File: config.mk
export PLATFORM = sky130hd
export DESIGN_NAME = div
export DESIGN_NICKNAME = d
export VERILOG_FILES = /design/src/rtl/muldiv_pkg.sv /design/src/rtl/div_step.sv /design/src/rtl/div.sv
export SDC_FILE = /design/constraint.sdc
export NUM_CORES = 1
export LEC_CHECK = 0
export ABC_AREA = 1
export BUFFER_PORTS_ARGS = -buffer_cell sky130_fd_sc_hd__buf_4
export CORE_MARGIN = 2
export CORE_UTILIZATION = 65
export CTS_BUF_LIST = sky130_fd_sc_hd__clkbuf_4 sky130_fd_sc_hd__clkbuf_8
export DETAILED_ROUTE_END_ITERATION = 7
export PLACE_DENSITY = 0.9
export RECOVER_POWER = 25
export SLEW_MARGIN = 0
export SYNTH_ARGS = -nofsm -noshare
export SYNTH_HDL_FRONTEND = slang
export SYNTH_SLANG_ARGS = --single-unit
File: constraint.sdc
create_clock -name clk -period 17.7 [get_ports clk]
set_input_delay 3.54 -clock clk [delete_from_list [all_inputs] [get_ports clk]]
set_output_delay 3.54 -clock clk [all_outputs]
set_load 0.01 [all_outputs]
File: src/rtl/muldiv_pkg.sv
// Shared definitions for the mult/div units: state encoding and width constants.
package muldiv_pkg;

    localparam int WIDTH = 32;
    localparam int CNT_W = $clog2(WIDTH) + 1;

    typedef enum logic [1:0] {
        IDLE = 2'd0,
        RUN  = 2'd1,
        DONE = 2'd2,
        ZERO = 2'd3
    } div_state_e;

endpackage

File: src/rtl/div_step.sv
// One combinational restoring-division step: shift {rem,quo} left, trial subtract, keep or restore.
module div_step #(
    parameter int WIDTH = 32
) (
    input  logic [WIDTH:0]   rem_i,
    input  logic [WIDTH-1:0] quo_i,
    input  logic [WIDTH-1:0] dvs_i,
    output logic [WIDTH:0]   rem_o,
    output logic [WIDTH-1:0] quo_o
);

    // One guard bit above the remainder so the trial sign is unambiguous.
    logic [WIDTH+1:0] shifted;
    logic [WIDTH+1:0] trial;
    logic             neg;

    assign shifted = {rem_i, quo_i[WIDTH-1]};
    assign trial   = shifted - {2'b00, dvs_i};
    assign neg     = trial[WIDTH+1];

    assign rem_o = neg ? shifted[WIDTH:0] : trial[WIDTH:0];
    assign quo_o = {quo_i[WIDTH-2:0], ~neg};

endmodule

File: src/rtl/div.sv
// Sequential signed divider: quotient to LO, remainder to HI after WIDTH restoring steps.
module div #(
    parameter int WIDTH = muldiv_pkg::WIDTH
) (
    input  logic             clk,
    input  logic             reset,
    input  logic [WIDTH-1:0] RegAOut,
    input  logic [WIDTH-1:0] RegBOut,
    input  logic             DivCtrl,
    output logic             DivDone,
    output logic             DivZero,
    output logic [WIDTH-1:0] HI,
    output logic [WIDTH-1:0] LO
);

    import muldiv_pkg::*;

    localparam int CW = $clog2(WIDTH) + 1;

    div_state_e       state_q, state_d;
    logic [CW-1:0]    cnt_q, cnt_d;
    logic [WIDTH:0]   rem_q, rem_d;
    logic [WIDTH-1:0] quo_q, quo_d;
    logic [WIDTH-1:0] dvs_q, dvs_d;
    logic             sq_q, sq_d;
    logic             sr_q, sr_d;
    logic [WIDTH-1:0] hi_q, hi_d;
    logic [WIDTH-1:0] lo_q, lo_d;
    logic             done_q, done_d;
    logic             zero_q, zero_d;

    logic [WIDTH:0]   step_rem;
    logic [WIDTH-1:0] step_quo;
    logic [WIDTH-1:0] abs_a, abs_b;
    logic             div_active;

    // Magnitudes are taken as unsigned WIDTH-bit, so the most negative value maps onto itself exactly.
    assign abs_a = RegAOut[WIDTH-1] ? (~RegAOut + 1'b1) : RegAOut;
    assign abs_b = RegBOut[WIDTH-1] ? (~RegBOut + 1'b1) : RegBOut;

    assign div_active = (state_q == RUN);

    div_step #(.WIDTH(WIDTH)) u_step (
        .rem_i (rem_q),
        .quo_i (quo_q),
        .dvs_i (dvs_q),
        .rem_o (step_rem),
        .quo_o (step_quo)
    );

    always_comb begin
        state_d = state_q;
        cnt_d   = cnt_q;
        rem_d   = rem_q;
        quo_d   = quo_q;
        dvs_d   = dvs_q;
        sq_d    = sq_q;
        sr_d    = sr_q;
        hi_d    = hi_q;
        lo_d    = lo_q;
        done_d  = 1'b0;
        zero_d  = 1'b0;
        case (state_q)
            IDLE: begin
                if (DivCtrl) begin
                    if (RegBOut != '0) begin
                        quo_d   = abs_a;
                        dvs_d   = abs_b;
                        rem_d   = '0;
                        sq_d    = RegAOut[WIDTH-1] ^ RegBOut[WIDTH-1];
                        sr_d    = RegAOut[WIDTH-1];
                        cnt_d   = '0;
                        state_d = RUN;
                    end else begin
                        state_d = ZERO;
                    end
                end
            end
            RUN: begin
                rem_d = step_rem;
                quo_d = step_quo;
                cnt_d = cnt_q + 1'b1;
                if (cnt_q == CW'(WIDTH - 1)) state_d = DONE;
            end
            DONE: begin
                lo_d    = sq_q ? (~quo_q + 1'b1) : quo_q;
                hi_d    = sr_q ? (~rem_q[WIDTH-1:0] + 1'b1) : rem_q[WIDTH-1:0];
                done_d  = 1'b1;
                state_d = IDLE;
            end
            ZERO: begin
                done_d  = 1'b1;
                zero_d  = 1'b1;
                state_d = IDLE;
            end
            default: state_d = IDLE;
        endcase
    end

    always_ff @(posedge clk or posedge reset) begin
        if (reset) begin
            state_q <= IDLE;
            cnt_q   <= '0;
            rem_q   <= '0;
            quo_q   <= '0;
            dvs_q   <= '0;
            sq_q    <= 1'b0;
            sr_q    <= 1'b0;
            hi_q    <= '0;
            lo_q    <= '0;
            done_q  <= 1'b0;
            zero_q  <= 1'b0;
        end else begin
            state_q <= state_d;
            cnt_q   <= cnt_d;
            rem_q   <= rem_d;
            quo_q   <= quo_d;
            dvs_q   <= dvs_d;
            sq_q    <= sq_d;
            sr_q    <= sr_d;
            hi_q    <= hi_d;
            lo_q    <= lo_d;
            done_q  <= done_d;
            zero_q  <= zero_d;
        end
    end

    assign DivDone = done_q;
    assign DivZero = zero_q;
    assign HI      = hi_q;
    assign LO      = lo_q;

endmodule

==> After elaboration in Yosys (flattened, before gate mapping) <==
Index checks and enable logic that the tools add are counted.
{ "classes": {"add_sub_neg": 6, "n_eq_ne": 7, "mux": 20, "bitwise_logic": 6, "reduce_logical": 7} }
{ "ops": {"columns": ["operator", "count"], "rows": [
  ["$mux 32", 6],
  ["$add 32x1->32 const B", 4],
  ["$not 32->32", 4],
  ["$mux 33", 3],
  ["$pmux 33 s2", 1],
  ["$pmux 32 s2", 1],
  ["$sub 34x32->34", 1],
  ["$reduce_bool 32->1", 1],
  ["$mux 6", 2],
  ["$pmux 6 s2", 1],
  ["$add 6x1->6 const B", 1],
  ["$eq 6x5->1 const B", 1],
  ["$mux 2", 3],
  ["$pmux 2 s3", 1],
  ["$reduce_and 3->1", 2],
  ["$eq 2x2->1 const B", 2],
  ["$ne 2x2->1 const B", 2],
  ["$eq 2x1->1 const B", 1],
  ["$logic_not 2->1", 1],
  ["$mux 1", 2],
  ["$ne 2x1->1 const B", 1],
  ["$reduce_and 2->1", 1],
  ["$reduce_bool 2->1", 1],
  ["$reduce_or 2->1", 1],
  ["other kinds (2)", 2]
]} }
{ "totals": {"reg_bits": 173, "in_bits": 67, "out_inout_bits": 66} }

==> Depth between registers and ports, before layout <==
{ "logic_depth": {"word_depth": 6, "ltp_mapped": 18, "ltp_nobuf": 17} }

==> By module <==
From an unflattened synthesis, not the netlist that was laid out.
{ "hier_totals": {"cells_unflattened": 2289, "hier_area_um2": 14158.6} }
{ "by_module_without_submodules": {"columns": ["module", "n_inst", "cells_each", "area_per_inst_um2", "seq_area_each_um2"], "rows": [
  ["div", 1, 1537, 10481.3, 4329.2],
  ["div_step", 1, 752, 3677.3, 0.0]
]} }

==> Worst setup path after synthesis <==
OpenSTA, ideal clock, no wires.
{ "synth_timing": {"path_type": "input to register", "start": "in RegBOut[1]", "end": "reg quo_q[10]", "setup_time_ns": 0.134, "arrival_ns": 4.825, "required_ns": 17.566, "path_slack_ns": 12.741, "cell_stages": 14, "path_buffers": 1, "path_cell_list": "inv_1 -> ha_1 -> nand2_1 -> nor2_2 -> inv_1 -> nor2_4 -> nand2_1 -> nor2_1 -> nor2_1 -> nand2_2 -> inv_2 -> buf_2 -> nand2_1 -> o211ai_1"} }
{ "synth_via": {"elab_chain_cells": 3} }
{ "synth_rtl": {"columns": ["element", "line_no", "text"], "rows": [
  ["start, declared", "div.sv:8", "input logic [WIDTH-1:0] RegBOut,"],
  ["$reduce_bool 32->1", "div.sv:66", "if (RegBOut != '0) begin"],
  ["$ne 2x2->1 (no source line)", null, null],
  ["$reduce_and 3->1 (no source line)", null, null],
  ["end signal, assigned", "div.sv:117", "quo_q <= quo_d;"],
  ["end, declared", "div.sv:23", "logic [WIDTH-1:0] quo_q, quo_d;"]
]} }
Every way passes these cells.
A chain may end at the register's enable or synchronous reset.

==> results.json <==
{
  "finalSetupViolCount": 0,
  "cts_setup_buffers": 0,
  "drc_errors": 0,
  "hp-class": "register to register",
  "grt_max_degree": 95,
  "start_kind": "input pin",
  "setup_tns_ns": 0,
  "die_area_um2": 21600,
  "critPathKind": "input pin to asynchronous set/reset pin",
  "initial_core_util_pct": 66.0,
  "coreArea_um2": 20200,
  "wl_per_cell_um": 15.2,
  "io_pins": 133,
  "clk_path_buf_depth": 2,
  "fin_crit_sh_pct": 37.0,
  "dr.pass1.iters": 5,
  "grt_pass1_wl_um": 59900,
  "syn_to_final_growth_pct": 10.8,
  "status": "complete, but fails checks",
  "vias": 13400,
  "synth_nets": 2127,
  "gr-total-overflow": 0,
  "die_h_um": 147,
  "fmax_mhz": 153,
  "layout-drive-gt1-share_pct": 11.3,
  "grtUsageTotal_pct": 34.3,
  "die_x_um": 147,
  "clk_latency_ns": 0.49,
  "p_per_area_nw_per_um2": 204,
  "post-dp-hpwl_um": 28100,
  "ys_seq_area_share_pct": 32.5,
  "placementRows": 52,
  "worstMarginPinSlew_ns": 4.07,
  "register_area_um2": 4330,
  "synth_edf_count": 0,
  "layout.nets": 2217,
  "slew_headroom_pct": -173,
  "cts_sinks": 173,
  "routed_via_density": 5.59,
  "place.gp.congestion": 0.959,
  "rr_startpoint": "state_q[1]",
  "max_stage_delay_ns": 2.24,
  "drtIter0Drc": 1392,
  "power_leakage_nw": 7.77,
  "totalPowerFinal_mw": 3.01,
  "htree_levels": 4,
  "final_common_cell": "nand2_1",
  "clock_skew_ns": 0.0217,
  "final_cell_mix": "nand2_1 (645), inv_1 (274), nand3_1 (200)",
  "startpoint": "reset",
  "grt_setup_unrepaired": "false",
  "syn_area_per_cell_um2": 6.58,
  "path_delay_family": "buffers and inverters",
  "cap_violations": 3,
  "syn-cell-area_um2": 13300,
  "violations": "capacitance limit, slew limit",
  "critPathCaptureType": "asynchronous set/reset pin",
  "arrival_ns": 7.02,
  "yosysWarnings": 0,
  "io_buffers": 132,
  "crit_buf_inv": 3,
  "wl_um": 36400,
  "hold_buffers": 0,
  "cts_tree": "done",
  "grt_antenna_before_repair": 0,
  "synthDistinctLibCells": 43,
  "crit_path_max_fanout": 94,
  "cts-buffers-inserted": 17,
  "antenna_left": 0,
  "n_antenna_cell": 0,
  "grt_pass1_vias": 12100,
  "finalHoldViolCount": 0,
  "slew_viol_final": 226,
  "multi_input_area_um2": 7560,
  "cp.required_ns": 18.17,
  "cts_resized": 0,
  "min_from": "dvs_q[18]",
  "clkTransAtPathRegs_ns": 0.09,
  "layout_min_cycle_time_ns": 6.55,
  "ys.flop_type": "dfrtp_1",
  "ys_seq_elements": 173,
  "clock-root-buffer": "clkbuf_8",
  "async_reset_ff_share_pct": 100,
  "ir_drop_v": 0.000118,
  "postSynthCellCount": 2022,
  "cp_cell_sequence": "clkbuf_4 -> clkinvlp_2 -> buf_4",
  "cpMaxStageDelayCell": "clkinvlp_2",
  "fill_cells": 1691
}
==> state kept, by name (all words and copies together), names as in the netlist <==
signal,count
DivDone,1
DivZero,1
HI,32
LO,32
cnt_q,6
dvs_q,32
quo_q,32
rem_q,33
sq_q,1
sr_q,1
state_q,2
==> worst register-to-register path, delay by kind of cell (launching register included) <==
family          cells  cell delay, ns
compound gates      1            0.43
buf+inv             4            3.28
flops               1            0.46
simple gates        1            0.04
==> per-stage QoR <==
stage | hold slack, ns | utilization (%) | std cells | cell area, µm² | setup slack (ns)
final | 0.483 | 73.1 | 2395 | 14700 | 11.15
after global routing | 0.503 | 73.1 | 2395 | 14700 | 10.40
after detailed placement | 0.468 | 71.2 | 2363 | 14400 | 11.32
after floorplan | 0.449 | - | 2022 | 13300 | 9.47
after global placement | 0.465 | 71.2 | 2363 | 14400 | 11.41
after CTS | 0.490 | 73.2 | 2395 | 14800 | 11.80
==> final timing paths <==
kind / endpoint / slack (ns) / cells after the start
max: rem_q[23] / 11.15 / 3
min in group asynchronous: LO[2] / 4.26 / 2
max in group clk: dvs_q[19] / 11.77 / 14
min reg2reg: dvs_q[18] / 0.48 / 2
max reg2reg: HI[4] / 13.25 / 6
min: dvs_q[18] / 0.48 / 2
==> power breakdown <==
group | internal (mW) | leakage, nW | switching, mW
clock | 0.123 | 0.197 | 0.168
combinational | 0.701 | 5.43 | 1.24
sequential | 0.581 | 2.14 | 0.201
==> kinds of logic (layout without fill, tap and decap cells) <==
| family | Yosys count | in the layout | synth area share [%] |
|---|---|---|---|
| compound gates | 197 | 197 | 8.47 |
| xor+xnor | 105 | 105 | 6.91 |
| buf+inv | 356 | 459 | 10.8 |
| flops | 173 | 173 | 32.5 |
| simple gates | 1153 | 1153 | 37.7 |
| fa+ha+maj | 38 | 38 | 3.63 |
==> area by class of cell <==
cell class	instances	share of cell area, %
Sequential cell	173	29.4
Clock inverter	13	1.01
Multi-Input combinational cell	1493	51.3
Timing Repair Buffer	138	6.95
Inverter	289	7.37
Tap cell	270	2.29
Clock buffer	19	1.73
==> cell usage after synthesis (all sizes together), types with 15 or more instances <==
cell      n  share of area (%)
clkbuf   29               0.82
o21ai   107                4.1
nor3     32                1.4
nor2    184                5.6
o211ai   15               0.85
nand3   216                8.7
a21oi    33                1.3
inv     286                8.1
nand2   659                 19
nand4    30                1.4
xor2     85                5.6
ha       37                3.5
buf      38                1.8
dfrtp   173                 33
xnor2    20                1.3
==> routing by layer <==
layer  vias up  share of wire [%]  track usage [%]
li1       6596                  -                -
met1      6018                 44             50.8
met5         -                  0                0
met3        77                 12             8.42
met2       688                 42             49.6
met4         0                2.5             10.7
No activity file was read; power rests on OpenSTA's default activity.
